## src/rtl/adc_lane_align_if.sv

```systemverilog
// Bus bundle for adc_lane_align: raw per-lane rise/fall bits in, aligned bits and training status out.
// Latency: none, wires only.
// Backpressure: none; data is qualified by din_valid on the way in and dout_valid on the way out.
interface adc_lane_align_if #(
   parameter int LANES = 8
);
   logic [LANES-1:0] din1;
   logic [LANES-1:0] din2;
   logic             din_valid;
   logic             train_start;
   logic [LANES-1:0] dout1;
   logic [LANES-1:0] dout2;
   logic             dout_valid;
   logic             train_busy;
   logic             locked;
   logic             train_err;
   logic [LANES-1:0] fail_mask;

   modport master (
      output din1, din2, din_valid, train_start,
      input  dout1, dout2, dout_valid, train_busy, locked, train_err, fail_mask
   );

   modport slave (
      input  din1, din2, din_valid, train_start,
      output dout1, dout2, dout_valid, train_busy, locked, train_err, fail_mask
   );
endinterface

```

## src/rtl/adc_lane_align.sv

```systemverilog
// Per-lane deskew and DDR half-cycle slip search against reference lane 0, then aligned streaming.
// Latency: dout carries the lane-0 sample MAX_SKEW/2+1 valid samples old, registered on the din_valid edge.
// Backpressure: none; din_valid=0 freezes delay lines, counters and search (EVAL still completes in one cycle).
module adc_lane_align #(
   parameter int LANES      = 8,
   parameter int MAX_SKEW   = 4,
   parameter int LOCK_CNT   = 64,
   parameter int SETTLE_CNT = 8
) (
   input  logic            clk240,
   input  logic            nRST,
   adc_lane_align_if.slave bus
);
   // One extra stage beyond MAX_SKEW so the slipped pair at the deepest tap has an older sample to borrow din2 from.
   localparam int DEPTH = MAX_SKEW + 2;
   localparam int TAP_W = $clog2(DEPTH);
   localparam int NCFG  = 2 * (MAX_SKEW + 1);
   localparam int CFG_W = $clog2(NCFG);
   localparam int MAXC  = (LOCK_CNT > SETTLE_CNT) ? LOCK_CNT : SETTLE_CNT;
   localparam int CNT_W = $clog2(MAXC + 1);

   // Config encoding is {d, s}, so stepping the search order is a plain increment.
   localparam logic [CFG_W-1:0] REF_CFG  = CFG_W'(2 * (MAX_SKEW / 2));
   localparam logic [CFG_W-1:0] LAST_CFG = CFG_W'(NCFG - 1);
   // Lane 0 is the reference and is treated as permanently locked.
   localparam logic [LANES-1:0] LANE0    = {{(LANES-1){1'b0}}, 1'b1};

   typedef enum logic [2:0] {IDLE, SETTLE, CHECK, EVAL, DONE} state_t;

   state_t           state;
   logic [CNT_W-1:0] cnt;
   logic [CFG_W-1:0] cfg [LANES];
   logic [LANES-1:0] lane_lock;
   logic [LANES-1:0] lane_fail;
   logic [LANES-1:0] mism;
   logic             ref_toggle;
   logic [1:0]       ref_prev;
   logic             busy_q;
   logic             locked_q;
   logic             err_q;

   logic [LANES-1:0] sr1 [DEPTH];
   logic [LANES-1:0] sr2 [DEPTH];
   logic [LANES-1:0] dout1_q;
   logic [LANES-1:0] dout2_q;
   logic             dout_vld_q;

   logic [LANES-1:0] al1;
   logic [LANES-1:0] al2;
   logic [LANES-1:0] diff;
   logic [TAP_W-1:0] tap;
   logic [LANES-1:0] ev_lock;
   logic [LANES-1:0] ev_fail;
   logic [LANES-1:0] ev_adv;
   logic [LANES-1:0] lock_nxt;
   logic [LANES-1:0] fail_nxt;

   // Tap/slip selection: s=1 pairs the older sample's din2 with the tap sample's din1.
   always_comb begin
      al1 = '0;
      al2 = '0;
      tap = '0;
      for (int k = 0; k < LANES; k++) begin
         tap = TAP_W'(cfg[k][CFG_W-1:1]);
         if (cfg[k][0]) begin
            al1[k] = sr2[tap + TAP_W'(1)][k];
            al2[k] = sr1[tap][k];
         end else begin
            al1[k] = sr1[tap][k];
            al2[k] = sr2[tap][k];
         end
      end
   end

   assign diff = (al1 ^ {LANES{al1[0]}}) | (al2 ^ {LANES{al2[0]}});

   // End-of-window verdict per unresolved lane: clean window locks, otherwise step or give up on the last config.
   always_comb begin
      ev_lock = '0;
      ev_fail = '0;
      ev_adv  = '0;
      for (int k = 0; k < LANES; k++) begin
         if (!lane_lock[k] && !lane_fail[k]) begin
            if (!mism[k])
               ev_lock[k] = 1'b1;
            else if (cfg[k] == LAST_CFG)
               ev_fail[k] = 1'b1;
            else
               ev_adv[k] = 1'b1;
         end
      end
      lock_nxt = lane_lock | ev_lock;
      fail_nxt = lane_fail | ev_fail;
   end

   // Delay lines and registered aligned output, both advancing only on valid samples.
   always_ff @(posedge clk240 or negedge nRST) begin
      if (!nRST) begin
         for (int i = 0; i < DEPTH; i++) begin
            sr1[i] <= '0;
            sr2[i] <= '0;
         end
         dout1_q    <= '0;
         dout2_q    <= '0;
         dout_vld_q <= 1'b0;
      end else begin
         dout_vld_q <= locked_q & bus.din_valid;
         if (bus.din_valid) begin
            sr1[0] <= bus.din1;
            sr2[0] <= bus.din2;
            for (int i = 1; i < DEPTH; i++) begin
               sr1[i] <= sr1[i-1];
               sr2[i] <= sr2[i-1];
            end
            dout1_q <= al1;
            dout2_q <= al2;
         end
      end
   end

   // Training sequencer: window counting, per-lane config search and status flags.
   always_ff @(posedge clk240 or negedge nRST) begin
      if (!nRST) begin
         state      <= IDLE;
         cnt        <= '0;
         lane_lock  <= LANE0;
         lane_fail  <= '0;
         mism       <= '0;
         ref_toggle <= 1'b0;
         ref_prev   <= 2'b00;
         busy_q     <= 1'b0;
         locked_q   <= 1'b0;
         err_q      <= 1'b0;
         for (int k = 0; k < LANES; k++)
            cfg[k] <= (k == 0) ? REF_CFG : '0;
      end else begin
         if (bus.din_valid)
            ref_prev <= {al1[0], al2[0]};
         if (bus.train_start) begin
            state      <= SETTLE;
            cnt        <= '0;
            lane_lock  <= LANE0;
            lane_fail  <= '0;
            mism       <= '0;
            ref_toggle <= 1'b0;
            busy_q     <= 1'b1;
            locked_q   <= 1'b0;
            err_q      <= 1'b0;
            for (int k = 0; k < LANES; k++)
               cfg[k] <= (k == 0) ? REF_CFG : '0;
         end else begin
            case (state)
               SETTLE: begin
                  if (bus.din_valid) begin
                     if (cnt == CNT_W'(SETTLE_CNT - 1)) begin
                        state      <= CHECK;
                        cnt        <= '0;
                        mism       <= '0;
                        ref_toggle <= 1'b0;
                     end else begin
                        cnt <= cnt + 1'b1;
                     end
                  end
               end
               CHECK: begin
                  if (bus.din_valid) begin
                     mism <= mism | diff;
                     if ({al1[0], al2[0]} != ref_prev)
                        ref_toggle <= 1'b1;
                     if (cnt == CNT_W'(LOCK_CNT - 1)) begin
                        state <= EVAL;
                        cnt   <= '0;
                     end else begin
                        cnt <= cnt + 1'b1;
                     end
                  end
               end
               EVAL: begin
                  state <= SETTLE;
                  // A static reference proves nothing, so the window is simply repeated.
                  if (ref_toggle) begin
                     lane_lock <= lock_nxt;
                     lane_fail <= fail_nxt;
                     for (int k = 0; k < LANES; k++)
                        if (ev_adv[k])
                           cfg[k] <= cfg[k] + 1'b1;
                     if (&lock_nxt) begin
                        state    <= DONE;
                        locked_q <= 1'b1;
                        busy_q   <= 1'b0;
                     end else if (&(lock_nxt | fail_nxt)) begin
                        state  <= DONE;
                        err_q  <= 1'b1;
                        busy_q <= 1'b0;
                     end
                  end
               end
               default: ;
            endcase
         end
      end
   end

   assign bus.dout1      = dout1_q;
   assign bus.dout2      = dout2_q;
   assign bus.dout_valid = dout_vld_q;
   assign bus.train_busy = busy_q;
   assign bus.locked     = locked_q;
   assign bus.train_err  = err_q;
   assign bus.fail_mask  = lane_fail;
endmodule
```

## src/flat_wrapper.sv

```systemverilog
// flat-port wrapper written by rule: the top's interface ports become plain ports
module adc_lane_align_flat 
#(
   parameter int LANES      = 8,
   parameter int MAX_SKEW   = 4,
   parameter int LOCK_CNT   = 64,
   parameter int SETTLE_CNT = 8
)
  (clk240, nRST, bus_din1, bus_din2, bus_din_valid, bus_train_start, bus_dout1, bus_dout2, bus_dout_valid, bus_train_busy, bus_locked, bus_train_err, bus_fail_mask);
  adc_lane_align_if #(.LANES(LANES)) bus_i ();
  input  logic clk240;
  input  logic nRST;
  input wire logic [$bits(bus_i.din1)-1:0] bus_din1;
  input wire logic [$bits(bus_i.din2)-1:0] bus_din2;
  input wire logic [$bits(bus_i.din_valid)-1:0] bus_din_valid;
  input wire logic [$bits(bus_i.train_start)-1:0] bus_train_start;
  output wire logic [$bits(bus_i.dout1)-1:0] bus_dout1;
  output wire logic [$bits(bus_i.dout2)-1:0] bus_dout2;
  output wire logic [$bits(bus_i.dout_valid)-1:0] bus_dout_valid;
  output wire logic [$bits(bus_i.train_busy)-1:0] bus_train_busy;
  output wire logic [$bits(bus_i.locked)-1:0] bus_locked;
  output wire logic [$bits(bus_i.train_err)-1:0] bus_train_err;
  output wire logic [$bits(bus_i.fail_mask)-1:0] bus_fail_mask;
  assign bus_i.din1 = bus_din1;
  assign bus_i.din2 = bus_din2;
  assign bus_i.din_valid = bus_din_valid;
  assign bus_i.train_start = bus_train_start;
  assign bus_dout1 = bus_i.dout1;
  assign bus_dout2 = bus_i.dout2;
  assign bus_dout_valid = bus_i.dout_valid;
  assign bus_train_busy = bus_i.train_busy;
  assign bus_locked = bus_i.locked;
  assign bus_train_err = bus_i.train_err;
  assign bus_fail_mask = bus_i.fail_mask;
  adc_lane_align #(.LANES(LANES), .MAX_SKEW(MAX_SKEW), .LOCK_CNT(LOCK_CNT), .SETTLE_CNT(SETTLE_CNT)) u_core (.clk240(clk240), .nRST(nRST), .bus(bus_i));
endmodule
```

## config.mk

```make
export PLATFORM = sky130hd
export DESIGN_NAME = adc_lane_align_flat
export DESIGN_NICKNAME = d
export VERILOG_FILES = /design/src/rtl/adc_lane_align_if.sv /design/src/rtl/adc_lane_align.sv /design/src/flat_wrapper.sv
export SDC_FILE = /design/constraint.sdc
export NUM_CORES = 1
export LEC_CHECK = 0
export ABC_AREA = 1
export CAP_MARGIN = 0
export CORE_MARGIN = 2
export CORE_UTILIZATION = 35
export CTS_CLUSTER_SIZE = 8
export DETAILED_ROUTE_END_ITERATION = 7
export PLACE_DENSITY = 0.54
export SLEW_MARGIN = 20
export SYNTH_ARGS = -nofsm -noshare
export SYNTH_HDL_FRONTEND = slang
export SYNTH_SLANG_ARGS = --single-unit
```

## constraint.sdc

```tcl
create_clock -name clk240 -period 4.9 [get_ports clk240]
set_clock_uncertainty 0.1 [all_clocks]
set_input_delay 0.98 -clock clk240 [delete_from_list [all_inputs] [get_ports clk240]]
set_output_delay 0.98 -clock clk240 [all_outputs]
set_load 0.01 [all_outputs]
```

# Word level (Yosys, flattened, before mapping)
# Index checks and enable logic that the tools add are counted.
dict set report word_totals {
  out_inout_bits 28
  register_bits 185
  word_cells 376
  inputBits 20
}
dict set report op_classes {
  n_reduce_logical 57
  n_mux 209
  n_eq_ne 20
  n_bitwise 24
  addsub 17
  n_lt_le_gt_ge 16
}
# operator n
set ops {}
lappend ops {{$bmux 8 s3} 24}
lappend ops {{$mux 8} 16}
lappend ops {{$mux 1} 105}
lappend ops {{$mux 32} 3}
lappend ops {{$mux 7} 11}
lappend ops {{$ge 4x4->1 const B} 16}
lappend ops {{$not 3->4} 16}
lappend ops {{$mux 4} 14}
lappend ops {{$mux 3} 14}
lappend ops {{$or 8x8->8} 5}
lappend ops {{$mux 6} 6}
lappend ops {{$reduce_and 3->1} 11}
lappend ops {{$add 4x1->4 const B} 8}
lappend ops {{$eq 4x4->1 const B} 8}
lappend ops {{$mux 5} 6}
lappend ops {{$add 3x1->3 const B} 8}
lappend ops {{$reduce_bool 2->1} 12}
lappend ops {{$logic_not 1->1} 16}
lappend ops {{$pmux 8 s2} 1}
lappend ops {{$reduce_and 8->1} 2}
lappend ops {{$xor 8x8->8} 2}
lappend ops {{$pmux 7 s2} 1}
lappend ops {{$mux 2} 6}
lappend ops {{$reduce_and 5->1} 2}
lappend ops {{17 further kinds} 30}

# Depth between registers and ports, before layout
dict set report depth {
  depth_word 12
  mapped_depth 14
  mapped_depth_nobuf 14
}

# Least setup slack after synthesis
# No wires, ideal clock.
dict set report synth_path {
  path_kind {in2reg}
  from {input port bus_din_valid}
  to {register u_core.sr1[0] in the netlist's numbering}
  path_stages 5
  t_arrival_ps 1798
  setup_slack_ps 2920
  cell_sequence {buf_2 clkbuf_1 clkbuf_1 nand2_1 o21ai_0}
}
# item line
set synth_rtl {}
lappend synth_rtl {{start: declaration} flat_wrapper.sv:15} ;# input wire logic [$bits(bus_i.din_valid)-1:0] bus_din_valid;
lappend synth_rtl {{end signal: indexed assignment} adc_lane_align.sv:112} ;# sr1[i] <= sr1[i-1];
lappend synth_rtl {{end: declaration} adc_lane_align.sv:42} ;# logic [LANES-1:0] sr1 [DEPTH];

# Worst setup path in the final report
dict set report layout_path {
  from {input port bus_din_valid}
  to {register u_core.mism[1]}
}
dict set report layout_via {
  elab_chain_len 2
  word_cells_on_any_way 3
}
# item line
set layout_lines {}
lappend layout_lines {{$ne 3x3->1 (no source line)} n/a}
lappend layout_lines {{$reduce_and 4->1 (no source line) *} n/a}
lappend layout_lines {{end signal: assignment} adc_lane_align.sv:167} ;# mism <= mism | diff;
lappend layout_lines {{end: declaration} adc_lane_align.sv:35} ;# logic [LANES-1:0] mism;
# Every way passes the cells marked *; elsewhere a longest branch is shown, timed or not.
# A chain may end at the register's enable or synchronous reset.

==> results.cfg <==
[route]
antenna_left = 0
remaining_drc_errors = 0
num_vias = 8132
avgViaCountPerCell = 4.69
wirelength_mm = 23.1
wl_per_cell_um = 13.3
drt-initial-drc-count = 553
firstDrtPassIters = 5

[clocking]
clk_pin_slew_ns = 0.06
tritoncts = done
clockBufferDepth = 2
cts.sinks = 182
clock_latency_ns = 0.44
clock-root-buffer = clkbuf_16
numCtsBuffers = 17
h-tree-depth = 4
cts_setup_buffers = 0
hold_buffers = 0
cts_resized = 0

[power_and_ir_drop]
max-vdd-ir-drop_mv = 0.221
p_sw_mw = 1.40
p_leak_nw = 5.40
combPwrFrac_pct = 23.0
p_int_mw = 2.86
total_power_mw = 4.26
swShare_pct = 32.9
seq_power_share_pct = 43.0
power.density_nw_per_um2 = 380
clockPowerShare_pct = 34.0

[grt]
grt_busiest_layer = met2
met1_usage_pct = 23.2
antenna_found_initial = 0
use_met3_pct = 2.58
grt_pass1_vias = 7986
grtUsageTotal_pct = 17.0
overflow = 0
use_met2_pct = 28.3
grt_pass1_wl_mm = 39.9
grt_start_max_net_pins = 100

[setup_path]
crit_chain = buf_4 -> inv_2 -> o21ai_4 -> inv_4 -> nor3_4 -> a21oi_1
slowest_delay_ns = 0.47
arrival_ns = 2.74
slowest_stage = buf_4
end_kind = flop
required_ns = 5.10
crit_type = input port to flop
critical-path-top-delay-family = buffers and inverters
crit_fanout = 70
critical_path_buf_inv_count = 3
start_kind = input port

[die]
die_area_um2 = 29300
fp.dieH_um = 171
io_pins = 48
core-area_um2 = 27600
die_x_um = 171
initial_utilization_pct = 35.4
fp-row-count = 61

[timing]
setup_viol = 0
rsz0062_at_grt = false
slew_headroom_pct = 43.6
maxSlewViolCount = 0
layout_min_cycle_time_ns = 2.54
tns_ns = 0
setup_ws_ns = 2.36
period_share_pct = 51.9
timing.fmax_mhz = 393
finalHoldViolCount = 0
max_slew.worst_pin.slew_ns = 0.846

[outcome]
outcome = complete, no violations

[yosys]
synth_top_flop_cell = dfrtp_1
yosys_warnings = 0
syn-instance-count = 1312
yosysUniqueCellTypes = 42
syn_area_um2 = 9790
async_flop_share_pct = 100
synth_edf_count = 0
synth-seq-cells = 182
synth_nets = 1355
avgSynthCellArea_um2 = 7.46
seq_area_frac_synth_pct = 46.6

[placement]
place.gp.congestion = 0.787
hpwl_mm = 15.6
port_buffers = 47
place_area_um2 = 10600
pre_cts_ws_ns = 1.88

[finish]
syn2layout_area_growth_pct = 14.5
layout_common_cells = nand2_1 (433), inv_1 (180), dfrtp_1 (180)
nNetsFinal = 1386
drive_above_1_share_pct = 6.12
diodes = 0
final_common_cell = nand2_1
final_cell_area_um2 = 11200

[flow_run]
drv_cap = 0

[min_path]
hold_class = flop to flop
metrics by stage:
stage          utilization (%)  hold slack [ns]  cells
6_report                  40.6            0.374   1734
5_1_grt                   40.6            0.404   1734
4_1_cts                   40.6            0.380   1734
3_5_place_dp              38.4            0.361   1702
3_3_place_gp              38.4            0.353   1702
2_1_floorplan                -            0.350   1312
routing by layer:
layer / share of wire, % / wire length (um)
met2: 47 / 10800
met1: 50 / 11400
met4: 1.3 / 291
met5: 0 / 0
met3: 2.3 / 525
state kept, by name, summed over array words and instances, names as in the netlist, 8 cells and up:
register              flops
u_core.sr2               48
u_core.lane_lock          8
u_core.sr1               48
u_core.bus.fail_mask      8
u_core.bus.dout2          8
u_core.cfg               32
u_core.bus.dout1          8
worst min-delay path: stages, from the launching register on:
cell and delay, ns:
dfrtp_1 0.34, nand2_1 0.05, o21ai_0 0.06
cells by family after synthesis:
| kind of cell | after synthesis | synth area share [%] |
|---|---|---|
| xor gates and xnor gates | 12 | 1.07 |
| AOI/OAI and AO/OA | 227 | 12.6 |
| DFF | 182 | 46.6 |
| and+or+nand+nor | 637 | 27.7 |
| adders and majority gates | 23 | 2.94 |
| buffers and inverters | 231 | 9.19 |
worst paths after layout:
kind,from,end,slack (ns),depth (start not counted)
max in group asynchronous,nRST,u_core.cfg[21],3.24,2
max,bus_din_valid,u_core.mism[1],2.36,6
min,u_core.sr1[27],u_core.sr1[19],0.37,2
min reg2reg,u_core.sr1[27],u_core.sr1[19],0.37,2
min in group asynchronous,nRST,u_core.sr2[41],0.51,1
max reg2reg,u_core.cfg[25],u_core.state[0],2.49,9
final cells by class:
class	instances	area, um^2
fillers	2877	16400
clock buffers	22	464
multi-input cells	899	4330
inverters	190	716
flip-flops and latches	182	4560
well taps	378	473
repair buffers	53	524
clock inverters	10	146
power by group through the flow:
stage | clock network, mW | registers [mW] | logic [mW]
floorplan | 0 | 1.83 | 0.687
global placement | 0 | 1.86 | 0.975
detailed placement | 0 | 1.86 | 0.991
CTS | 1.49 | 1.83 | 0.995
global route | 1.55 | 1.86 | 1.14
finish | 1.45 | 1.83 | 0.981
synthesized netlist by cell type, types with 2 or more instances:
| library cell | instances | area share, % |
|---|---|---|
| nand3_1 | 96 | 4.9 |
| nor3_4 | 4 | 0.66 |
| inv_2 | 8 | 0.31 |
| nand2_2 | 7 | 0.45 |
| nor3_1 | 8 | 0.41 |
| buf_2 | 9 | 0.46 |
| o21ai_1 | 11 | 0.56 |
| a21oi_1 | 39 | 2.0 |
| xor2_1 | 12 | 1.1 |
| nand2_4 | 2 | 0.23 |
| a211oi_1 | 8 | 0.61 |
| o211ai_1 | 13 | 1.0 |
| nor2_2 | 10 | 0.64 |
| nand2_1 | 433 | 17 |
| clkbuf_1 | 27 | 1.0 |
| ha_1 | 23 | 2.9 |
| o21ai_0 | 146 | 7.5 |
| nand4_1 | 3 | 0.19 |
| o22ai_1 | 3 | 0.19 |
| dfstp_2 | 2 | 0.54 |
| nor2_1 | 65 | 2.5 |
| inv_1 | 181 | 6.9 |
| nor3_2 | 2 | 0.20 |
| dfrtp_1 | 180 | 46 |
| buf_4 | 3 | 0.23 |
(Power assumes the default switching activity.)
